`config.mk`:
```
export PLATFORM = sky130hd
export DESIGN_NAME = serial_adder
export DESIGN_NICKNAME = d
export VERILOG_FILES = /design/src/rtl/arith_pkg.sv /design/src/rtl/full_adder_cell.sv /design/src/rtl/serial_adder.sv
export SDC_FILE = /design/constraint.sdc
export NUM_CORES = 1
export LEC_CHECK = 0
export CORE_MARGIN = 1
export CORE_UTILIZATION = 50
export DETAILED_ROUTE_END_ITERATION = 16
export PLACE_DENSITY = 0.8
export SETUP_SLACK_MARGIN = 0.4
export SYNTH_ARGS = -nofsm -noshare
export SYNTH_HDL_FRONTEND = slang
export SYNTH_SLANG_ARGS = --single-unit
```
`constraint.sdc`:
```
create_clock -name clk -period 3.7 [get_ports clk]
set_input_delay 0.74 -clock clk [delete_from_list [all_inputs] [get_ports clk]]
set_output_delay 0.74 -clock clk [all_outputs]
set_load 0.01 [all_outputs]
```
`src/rtl/arith_pkg.sv`:
```
// rtl/arith_pkg.sv - shared types and defaults for the serial arithmetic blocks
package arith_pkg;

  typedef enum logic [1:0] {IDLE, RUN, DONE} serial_state_t;

  localparam int SERIAL_WIDTH = 8;

endpackage

```
`src/rtl/full_adder_cell.sv`:
```
// rtl/full_adder_cell.sv - combinational 1-bit full adder from two half-adder stages
module full_adder_cell (
  input  logic A,
  input  logic B,
  input  logic Cin,
  output logic Sum,
  output logic Cout
);

  logic p;
  logic g1;
  logic g2;

  // first half adder on the operands, second folds in the carry
  assign p    = A ^ B;
  assign g1   = A & B;
  assign Sum  = p ^ Cin;
  assign g2   = p & Cin;
  assign Cout = g1 | g2;

endmodule

```
`src/rtl/serial_adder.sv`:
```
// rtl/serial_adder.sv - bit-serial adder, LSB first, one full-adder cell and a registered carry
module serial_adder
  import arith_pkg::*;
#(
  parameter int WIDTH = SERIAL_WIDTH
) (
  input  logic             clk,
  input  logic             rst,
  input  logic             in_valid,
  output logic             in_ready,
  input  logic [WIDTH-1:0] A,
  input  logic [WIDTH-1:0] B,
  input  logic             Cin,
  output logic             out_valid,
  input  logic             out_ready,
  output logic [WIDTH-1:0] Sum,
  output logic             Cout
);

  localparam int CW = $clog2(WIDTH);
  localparam logic [CW-1:0] LAST = CW'(WIDTH - 1);

  serial_state_t    state;
  serial_state_t    state_nxt;
  logic [WIDTH-1:0] opa;
  logic [WIDTH-1:0] opb;
  logic [WIDTH-1:0] sum_q;
  logic             carry;
  logic             cout_q;
  logic [CW-1:0]    cnt;
  logic             fa_sum;
  logic             fa_cout;
  logic             accept;
  logic             last;

  full_adder_cell u_fa (
    .A    (opa[0]),
    .B    (opb[0]),
    .Cin  (carry),
    .Sum  (fa_sum),
    .Cout (fa_cout)
  );

  assign accept = in_valid && in_ready;
  assign last   = (cnt == LAST);

  always_ff @(posedge clk) begin
    if (rst) begin
      state <= IDLE;
    end else begin
      state <= state_nxt;
    end
  end

  always_comb begin
    state_nxt = state;
    case (state)
      IDLE:    if (accept) state_nxt = RUN;
      RUN:     if (last) state_nxt = DONE;
      DONE:    if (out_ready) state_nxt = IDLE;
      default: state_nxt = IDLE;
    endcase
  end

  always_comb begin
    in_ready  = (state == IDLE);
    out_valid = (state == DONE);
  end

  // result bits enter at the top so the LSB ends up at bit 0 after WIDTH shifts
  always_ff @(posedge clk) begin
    if (rst) begin
      opa    <= '0;
      opb    <= '0;
      sum_q  <= '0;
      carry  <= 1'b0;
      cout_q <= 1'b0;
      cnt    <= '0;
    end else begin
      case (state)
        IDLE: begin
          if (accept) begin
            opa   <= A;
            opb   <= B;
            carry <= Cin;
            cnt   <= '0;
          end
        end
        RUN: begin
          opa   <= opa >> 1;
          opb   <= opb >> 1;
          sum_q <= {fa_sum, sum_q[WIDTH-1:1]};
          carry <= fa_cout;
          cnt   <= cnt + 1'b1;
          if (last) cout_q <= fa_cout;
        end
        default: begin
        end
      endcase
    end
  end

  assign Sum  = sum_q;
  assign Cout = cout_q;

endmodule

```
Word level (Yosys, flattened, before mapping) --
Index checks and enable logic that the tools add are counted.
Operators by class: add/subtract/negate cells 1, eq/ne operators 6, mux-type cells 12, bitwise operators 5, reductions and logical operators 6
Operators with widths (count):
- $pmux 8 s2 | 2
- $mux 8 | 2
- $mux 2 | 3
- $pmux 2 s3 | 1
- $pmux 3 s2 | 1
- $ne 2x1->1 const B | 2
- $reduce_and 2->1 | 2
- $add 3x1->3 const B | 1
- $eq 3x3->1 const B | 1
- $mux 3 | 1
- $reduce_and 3->1 | 1
- $and 1x1->1 | 2
- $eq 2x1->1 const B | 1
- $eq 2x2->1 const B | 1
- $logic_not 2->1 | 1
- $ne 2x2->1 const B | 1
- $pmux 1 s2 | 1
- $reduce_bool 2->1 | 1
- $xor 1x1->1 | 2
- $logic_and 1x1->1 | 1
- $mux 1 | 1
- $or 1x1->1 | 1
Word-level totals: bits in registers 31, input bits 21, output and inout port bits 11

Longest topological paths before layout --
Gate-level depths: netlist (run 1).
word-level depth 4, depth in mapped cells 6, depth with buffers taken out 5

Cells and area by module --
From an unflattened synthesis (run 1), not the netlist that was laid out.
Second synthesis, totals: cell total of the unflattened synthesis 139, area total of the unflattened synthesis 1331.3 µm²
Modules (own cells, without submodules):
- serial_adder | times used 1, cells an instance 138, area an instance 1311.3 µm², sequential area each 620.6 µm²
- full_adder_cell | times used 1, cells an instance 1, area an instance 20.0 µm², sequential area each 0.0 µm²

Least setup slack after synthesis (run 1) --
Ideal clock, no wire load.
path kind register -> output, from register state[1], to output out_valid, arrival 681 ps, data required time 2960 ps, path slack 2279 ps, stages on the path, launching flop included 2, buffers on the path 0, cell sequence dfxtp_1 nor2b_1
Between the ends: word-level cells in the longest chain between the ends 1
RTL lines:
- start: declaration | line serial_adder.sv:23 | serial_state_t state;
- start signal: assignment | line serial_adder.sv:51 | state <= state_nxt;
- $eq 2x2->1 | line serial_adder.sv:67 | out_valid = (state == DONE);
- end: declaration | line serial_adder.sv:14 | output logic out_valid,
No other way between the ends.

Worst setup path after layout (run 1) --
Ends and elaborated chain as after synthesis.

==> results of run 1 <==
## power by group through the flow
stage	clock [mW]	sequential [mW]	combinational [mW]
final	0.168	0.367	0.0957
after global routing	0.184	0.369	0.105
after CTS	0.174	0.367	0.0967
after detailed placement	0	0.374	0.0959
after global placement	0	0.374	0.0935
after floorplan	0	0.371	0.0658
## kinds of logic after synthesis
group,count (synthesis),share of synthesized area
mux,3,0.0226
simple gates,32,0.107
compound gates,44,0.273
buf+inv,26,0.0977
fa+ha+maj,3,0.0338
flops,31,0.466
## synth_stat cells, types with 2 or more instances
master    number
mux2i_1        3
buf_6          2
a21oi_2        9
nand2_1       16
buf_1          3
o221a_2        5
nor2_2         2
buf_2          2
a32oi_1        2
o221a_1       10
nor2_1         7
nor2b_1        2
inv_1         16
dfxtp_1       31
ha_1           2
a22oi_1        2
nand2b_1       2
a21oi_1       15
## state kept, by name, indices dropped and copies added, names as in the netlist
register  cells
Sum           8
opa           8
opb           8
cnt           3
state         2
Cout          1
carry         1
## layout make-up
| cell class | count | area [um^2] |
|---|---|---|
| clock buffers | 6 | 41.3 |
| well taps | 30 | 37.5 |
| flip-flops and latches | 31 | 621 |
| inverters | 16 | 60.1 |
| repair buffers | 32 | 318 |
| fillers | 210 | 840 |
| multi-input cells | 82 | 583 |
## metrics by stage
stage | utilization | instance area, um^2 | worst slack [ns] | hold slack (ns) | power (mW)
final | 0.664 | 1660 | 1.38 | 0.458 | 0.631
after global routing | 0.664 | 1660 | 1.28 | 0.476 | 0.659
after CTS | 0.664 | 1660 | 1.36 | 0.461 | 0.637
after detailed placement | 0.648 | 1620 | 1.33 | 0.449 | 0.470
after global placement | 0.648 | 1620 | 1.37 | 0.445 | 0.467
after floorplan | - | 1330 | 2.28 | 0.454 | 0.437
## per-layer routing
metal	routed length [um]	up-vias
met5	0	-
met4	44	0
met3	181	5
met2	1160	34
met1	1130	510
li1	-	539
## critical path, delay by kind of cell, from the launching register on
family,cells,cell delay (ns)
flops,1,0.48
buf+inv,1,0.56
simple gates,1,0.22
## how the worst min path moves through the flow
stage                                    from                   to  cells after the start
after global placement    Sum[0]$_SDFFE_PP0P_  Sum[0]$_SDFFE_PP0P_                      2
after floorplan           opa[7]$_SDFFE_PP0P_  opa[7]$_SDFFE_PP0P_                      2
after CTS                 Sum[0]$_SDFFE_PP0P_  Sum[0]$_SDFFE_PP0P_                      2
after detailed placement  Sum[0]$_SDFFE_PP0P_  Sum[0]$_SDFFE_PP0P_                      2
final                     Sum[0]$_SDFFE_PP0P_  Sum[0]$_SDFFE_PP0P_                      2
after global routing      Sum[0]$_SDFFE_PP0P_  Sum[0]$_SDFFE_PP0P_                      2
==> impl_metrics.toml, run 1 <==
[global_routing]
antenna_found_initial = 0
grt_util_met3 = 0.0678
grt_max_degree = 27
grt_pass1_vias = 967
grt_use_total = 0.202
gr-usage-met2 = 0.308
grt_overflow = 0
met1_usage = 0.247
busiest_layer = "met2"
grt_pass1_wl_um = 4030

[floorplan]
dieArea_mm2 = 0.00287
rows = 18
io_pins = 32
fp.dieW_um = 53.6
start_util = 0.533
core-area_mm2 = 0.00250
die_h_um = 53.6

[critical_path]
critPathMaxFanout = 8
r2r_start = "state[0]$_SDFFE_PP0P_"
path_class = "register to primary output"
reg2regPathDepth = 3
critical_path.startpoint = "state[1]$_SDFFE_PP0P_"
worstPathArrival_ns = 1.58
end_kind = "primary output"
r2r_end = "cnt[1]$_SDFFE_PP0P_"
slowest_stage = "clkdlybuf4s50_1"
r2r_setup_slack_ns = 1.73
max_stage_delay_ns = 0.56
critPathCapture = "out_valid"
cp_data_required_time_ns = 2.96
critical_path.cell_chain = "nor2b_1, clkdlybuf4s50_1"
start_kind = "register"

[clock_tree]
post_cts_buffers = 0
cts.clk_slew.worst_paths_ns = 0.09
cts_root_buf = "clkbuf_4"
clkLatencyLatePin_ns = 0.32
cts_max_level = 2
holdBufCountCts = 0
cts_sinks = 31
clk_path_buf_depth = 2
cts_tree = "built"
cts_resized = 0
cts_made_buffers = 5

[final_layout]
area_delta_synth_final_pct = 24.7
num_antenna_cells = 0
finalNetCount = 192
final_layout_size_suffix_gt1_frac = 0.144
layout_common_cells = "dfxtp_1, clkdlybuf4s50_1, inv_1, nand2_1, a21oi_1"
fin_cells = 197

[worst_hold_path]
hold_path.class = "register to register"

[sta]
grt_setup_unrepaired = "no"
finalCritPeriodShare = 0.626
period_minus_slack_ns = 2.32
tightestPinTransition_ns = 1.21
max_freq_ghz = 0.432
timing.final.max_slew_violations = 0
setup_viol = 0
setup_tns_ns = 0
hold_viol = 0
relSlewSlack = 0.190
fin_worst_skew_ns = 0.00402

[synthesis]
ys.flop_type = "dfxtp_1"
synth_seq_cells = 31
ys_seq_area_frac = 0.466
post-synth-top-area-fraction = 0.466
yosysWarnings = 0
synth-async-reset-ratio = 0
synth_area_leaders = "dfxtp_1, o221a_1, a21oi_2"
syn_nets = 163
synth.distinct_cells = 26
yosysTopAreaCell = "dfxtp_1"
syn_area_mm2 = 0.00133
syn_avg_cell_area_um2 = 9.58
synthCells = 139
synth_edf_count = 0

[routing]
ant_nets = 0
drc = 0
avgViaCountPerCell = 5.52
vias = 1088
drt_iter0_drc = 22
routed_wl_um = 2520
wire_per_inst_um = 12.8
dr.pass1.iters = 4

[placed_design]
port-buffer-count = 31
dp_hpwl_um = 1720
place_inst = 191
gp_congestion = 0.712

[pwr]
power_density_mw_per_mm2 = 380
clockPowerShare = 0.267
netSwitchingPower_uw = 159
p_int_uw = 472
peakVddDrop_v = 0.000324
swShare = 0.252
leakage_nw = 0.610
p_comb_frac = 0.152
p_seq_frac = 0.582

[flow_run]
max_cap_violations = 0

[run_status]
status = "finished clean"
Power figures use the tool's default switching activity.
==> run 2, diff against run 1 <==
- CORE_UTILIZATION: 50 -> 48
- PLACE_DENSITY: 0.8 -> 0.78
- clock period: 3.7 -> 2.4 ns (I/O delays scaled with it)
==> run 2 against run 1 <==
Register-to-register slack worse by 0.68 ns; combinational power is 57% higher; die area is 4.0% higher; highest routed layer unchanged; largest cell class unchanged; sequential power is 54% higher; largest power group unchanged; worst hold slack better by 0.011 ns; critical path type unchanged; power is 55% higher; design area is 1.2% higher.
==> impl_metrics.toml, run 2 (synthesis gave the netlist of run 1 again) <==
[run_status]
status = "finished clean"

[flow_run]
max_cap_violations = 0

[critical_path]
worstPathArrival_ns = 1.45
start_kind = "register"
max_stage_delay_ns = 0.54
crit_family = "buffers and inverters"
path_buf_inv = 1
critPathMaxFanout = 8
critical_path.cell_chain = "nor2b_2, clkdlybuf4s50_1"
end_kind = "primary output"
cp_data_required_time_ns = 1.92
path_class = "register to primary output"
slowest_stage = "clkdlybuf4s50_1"
r2r_setup_slack_ns = 1.05

[placed_design]
pre_cts_ws_ns = 0.422
port-buffer-count = 31
post_dp_cell_area_mm2 = 0.00163
gp_congestion = 0.755
dp_hpwl_um = 1830

[final_layout]
final_area_mm2 = 0.00168
seq_area_um2 = 626
final_layout_size_suffix_gt1_frac = 0.167
layout_common_cells = "clkdlybuf4s50_1, dfxtp_1, inv_1, nand2_1, a21oi_1"
num_antenna_cells = 0
n_fill_cell = 215
area_delta_synth_final_pct = 26.2
multiInputGateArea_um2 = 591
mostFrequentLayoutCell = "clkdlybuf4s50_1"
finalNetCount = 193
utilization = 0.660

[routing]
drc = 0
ant_nets = 0
vias = 1080
drt_iter0_drc = 28
avgViaCountPerCell = 5.45
routed_wl_um = 2720
dr.pass1.iters = 4
wire_per_inst_um = 13.7

[clock_tree]
holdBufCountCts = 0
clk_path_buf_depth = 2
cts_made_buffers = 5
cts.clk_slew.worst_paths_ns = 0.08
cts_root_buf = "clkbuf_4"
post_cts_buffers = 0
clkLatencyLatePin_ns = 0.33
cts_tree = "built"
cts_sinks = 31
cts_max_level = 2

[sta]
setup_viol = 0
period_minus_slack_ns = 1.93
setup_tns_ns = 0
timing.final.max_slew_violations = 0
relSlewSlack = 0.609
hold_viol = 0
fin_worst_skew_ns = 0.00918
max_freq_ghz = 0.519
setup_slack_ns = 0.473
finalCritPeriodShare = 0.803
grt_setup_unrepaired = "no"
tightestPinTransition_ns = 0.585

[global_routing]
antenna_found_initial = 0
grt_pass1_wl_um = 4290
grt_overflow = 0
grt_max_degree = 32
grt_pass1_vias = 975
grt_use_total = 0.210

[floorplan]
fp.dieW_um = 54.7
rows = 18
io_pins = 32
die_h_um = 54.7
dieArea_mm2 = 0.00299
core-area_mm2 = 0.00254
start_util = 0.523

[pwr]
leakage_nw = 0.618
peakVddDrop_v = 0.000468
power_density_mw_per_mm2 = 583

[worst_hold_path]
hold_path.class = "register to register"
## run 2: changes by cell type in the layout (fill, tap and decap cells not counted), sizes merged
| cell | previous run | this run |
|---|---|---|
| buf | 1 | 2 |
## run 2: worst paths after layout
path                            cells after the start                   to             startpoint
worst min register to register                      2  Sum[3]$_SDFFE_PP0P_    Sum[4]$_SDFFE_PP0P_
worst min-delay path                                2  Sum[3]$_SDFFE_PP0P_    Sum[4]$_SDFFE_PP0P_
worst max register to register                      3  opa[3]$_SDFFE_PP0P_  state[0]$_SDFFE_PP0P_
worst max-delay path                                2            out_valid  state[1]$_SDFFE_PP0P_
## run 2: per-layer routing
metal	part of all wire	wire (um)	vias to the layer above	GRT usage
li1	-	-	539	-
met1	0.46	1250	511	0.261
met2	0.47	1270	23	0.321
met3	0.057	154	7	0.0611
met4	0.015	42	0	0.115
met5	0	0	-	0
## run 2: timing repair
action,CTS,global route
setup endpoints to repair,2,2
resized for setup,3,2
pin swaps,0,0
gates cloned,0,0
## run 2: where the power goes
group | switching [mW] | internal (mW) | total, mW
logic | 0.0698 | 0.0797 | 0.150
registers | 0.0211 | 0.544 | 0.565
clock network | 0.161 | 0.104 | 0.265
total | 0.252 | 0.728 | 0.980
## run 2: area by class of cell
type | count | area share
Sequential cell | 31 | 0.372
Inverter | 16 | 0.0357
Timing Repair Buffer | 33 | 0.194
Multi-Input combinational cell | 82 | 0.351
Tap cell | 30 | 0.0223
Clock buffer | 6 | 0.0246
## run 2: metrics by stage
stage | instances | power (mW) | hold WS, ns
2_1_floorplan | 139 | 0.673 | 0.454
3_3_place_gp | 192 | 0.722 | 0.443
3_5_place_dp | 192 | 0.726 | 0.459
4_1_cts | 198 | 0.989 | 0.475
5_1_grt | 198 | 1.04 | 0.492
6_report | 198 | 0.980 | 0.469
## run 2: worst min-delay path, delay by kind of cell, from the launching register on
family / cells / cell delay, ns
simple gates: 1 / 0.05
flops: 1 / 0.33
compound gates: 1 / 0.05
==> run 3, diff against run 2 <==
- clock period: 2.4 -> 2 ns (I/O delays scaled with it)
==> run 3 against run 2 <==
Combinational power increased by 21%; design area up 0.89%; flip-flop and latch count unchanged; largest power group unchanged; worst setup slack got worse by 0.028 ns; cell count increased by 0.51%; critical path depth is the same; sequential power rose by 20%; highest routed layer unchanged; critical endpoint is now in_ready.
==> impl_metrics.toml, run 3 (synthesis gave the netlist of run 1 again) <==
[global_routing]
grt_use_total = 0.204
grt_pass1_vias = 916
grt_pass1_wl_um = 4120
grt_overflow = 0
grt_max_degree = 32
antenna_found_initial = 0

[final_layout]
n_fill_cell = 224
utilization = 0.666
layout_common_cells = "dfxtp_1, clkdlybuf4s50_1, inv_1, nand2_1, a21oi_1"
mostFrequentLayoutCell = "dfxtp_1"
num_antenna_cells = 0
final_layout_size_suffix_gt1_frac = 0.183
area_delta_synth_final_pct = 27.3
final_area_mm2 = 0.00170
multiInputGateArea_um2 = 596
finalNetCount = 193
seq_area_um2 = 626
fin_cells = 199

[clock_tree]
cts_sinks = 31
cts_root_buf = "clkbuf_4"
holdBufCountCts = 0
cts.clk_slew.worst_paths_ns = 0.10
cts_made_buffers = 5
cts_tree = "built"
clkLatencyLatePin_ns = 0.33
cts_max_level = 2
clk_path_buf_depth = 2

[sta]
setup_slack_ns = 0.445
period_minus_slack_ns = 1.55
fin_worst_skew_ns = 0.0121
relSlewSlack = 0.748
setup_viol = 0
grt_setup_unrepaired = "yes"
timing.final.max_slew_violations = 0
setup_tns_ns = 0
finalCritPeriodShare = 0.777
hold_viol = 0
max_freq_ghz = 0.643
tightestPinTransition_ns = 0.377
hold-worst-slack_ns = 0.469

[floorplan]
dieArea_mm2 = 0.00299
die_h_um = 54.7
rows = 18
io_pins = 32
fp.dieW_um = 54.7
start_util = 0.523
core-area_mm2 = 0.00254

[worst_hold_path]
min_path_cells = 2
hp-start = "Sum[4]$_SDFFE_PP0P_"
hold_path.class = "register to register"
hold_path_end = "Sum[3]$_SDFFE_PP0P_"

[critical_path]
start_kind = "register"
r2r_start = "state[0]$_SDFFE_PP0P_"
cp_data_required_time_ns = 1.60
worstPathArrival_ns = 1.15
reg2regPathDepth = 4
critPathMaxFanout = 8
path_class = "register to primary output"
r2r_setup_slack_ns = 0.70
r2r_end = "opa[5]$_SDFFE_PP0P_"
end_kind = "primary output"

[pwr]
leakage_nw = 0.678
power_density_mw_per_mm2 = 728
p_total_mw = 1.23
peakVddDrop_v = 0.000607

[routing]
avgViaCountPerCell = 5.39
ant_nets = 0
drc = 0
routed_wl_um = 2730
dr.pass1.iters = 4
vias = 1072
drt_iter0_drc = 27
wire_per_inst_um = 13.7

[placed_design]
port-buffer-count = 31
dp_hpwl_um = 1750
gp_congestion = 0.739
place_inst = 192
pre_cts_ws_ns = 0.0907
post_dp_cell_area_mm2 = 0.00164

[run_status]
status = "finished clean"

[flow_run]
max_cap_violations = 0
## run 3: cell count changes in the layout (fill, tap and decap cells not counted)
cell	before	now
buf_12	0	1
buf_4	2	1
clkbuf_1	1	0
clkbuf_2	0	1
clkbuf_8	0	1
clkdlybuf4s50_1	31	20
clkinv_2	0	1
dlygate4sd2_1	0	10
nor2_2	1	0
nor2_4	1	2
## run 3: layout make-up
class | count | area share
tap | 30 | 0.0221
clock inverter | 1 | 0.00295
timing repair buffer | 33 | 0.189
clock buffer | 6 | 0.0303
sequential | 31 | 0.369
multi-input combinational | 82 | 0.351
inverter | 16 | 0.0354
## run 3: repair_timing
| action | in CTS | in global routing |
|---|---|---|
| setup endpoints to repair | 11 | 14 |
| buffers inserted | 0 | 0 |
| resized for setup | 14 | 5 |
| pin swaps | 0 | 0 |
## run 3: how the worst max path moves through the flow
stage	endpoint	cells past startpoint	start
after floorplan	carry$_SDFFE_PP0P_	5	state[0]$_SDFFE_PP0P_
after global placement	opa[1]$_SDFFE_PP0P_	4	in_valid
after detailed placement	opa[3]$_SDFFE_PP0P_	4	in_valid
after CTS	out_valid	2	state[1]$_SDFFE_PP0P_
after global routing	in_ready	2	state[1]$_SDFFE_PP0P_
final	in_ready	2	state[1]$_SDFFE_PP0P_
## run 3: report_power, final
| group | switching (mW) | leakage [nW] | internal [mW] |
|---|---|---|---|
| Combinational | 0.0855 | 0.389 | 0.0960 |
| Sequential | 0.0250 | 0.256 | 0.653 |
| Clock | 0.212 | 0.0341 | 0.163 |
| Total | 0.322 | 0.678 | 0.912 |
## run 3: routing by layer
| layer | up-vias | track usage | part of all wire |
|---|---|---|---|
| met5 | - | 0 | 0 |
| met4 | 0 | 0.0769 | 0.013 |
| met3 | 6 | 0.100 | 0.058 |
| met2 | 25 | 0.301 | 0.44 |
| met1 | 498 | 0.253 | 0.48 |
| li1 | 543 | - | - |
## run 3: critical path, stage by stage, from the launching register on
cell	delay [ns]
dfxtp_4	0.39
nor2_4	0.15
dlygate4sd2_1	0.28
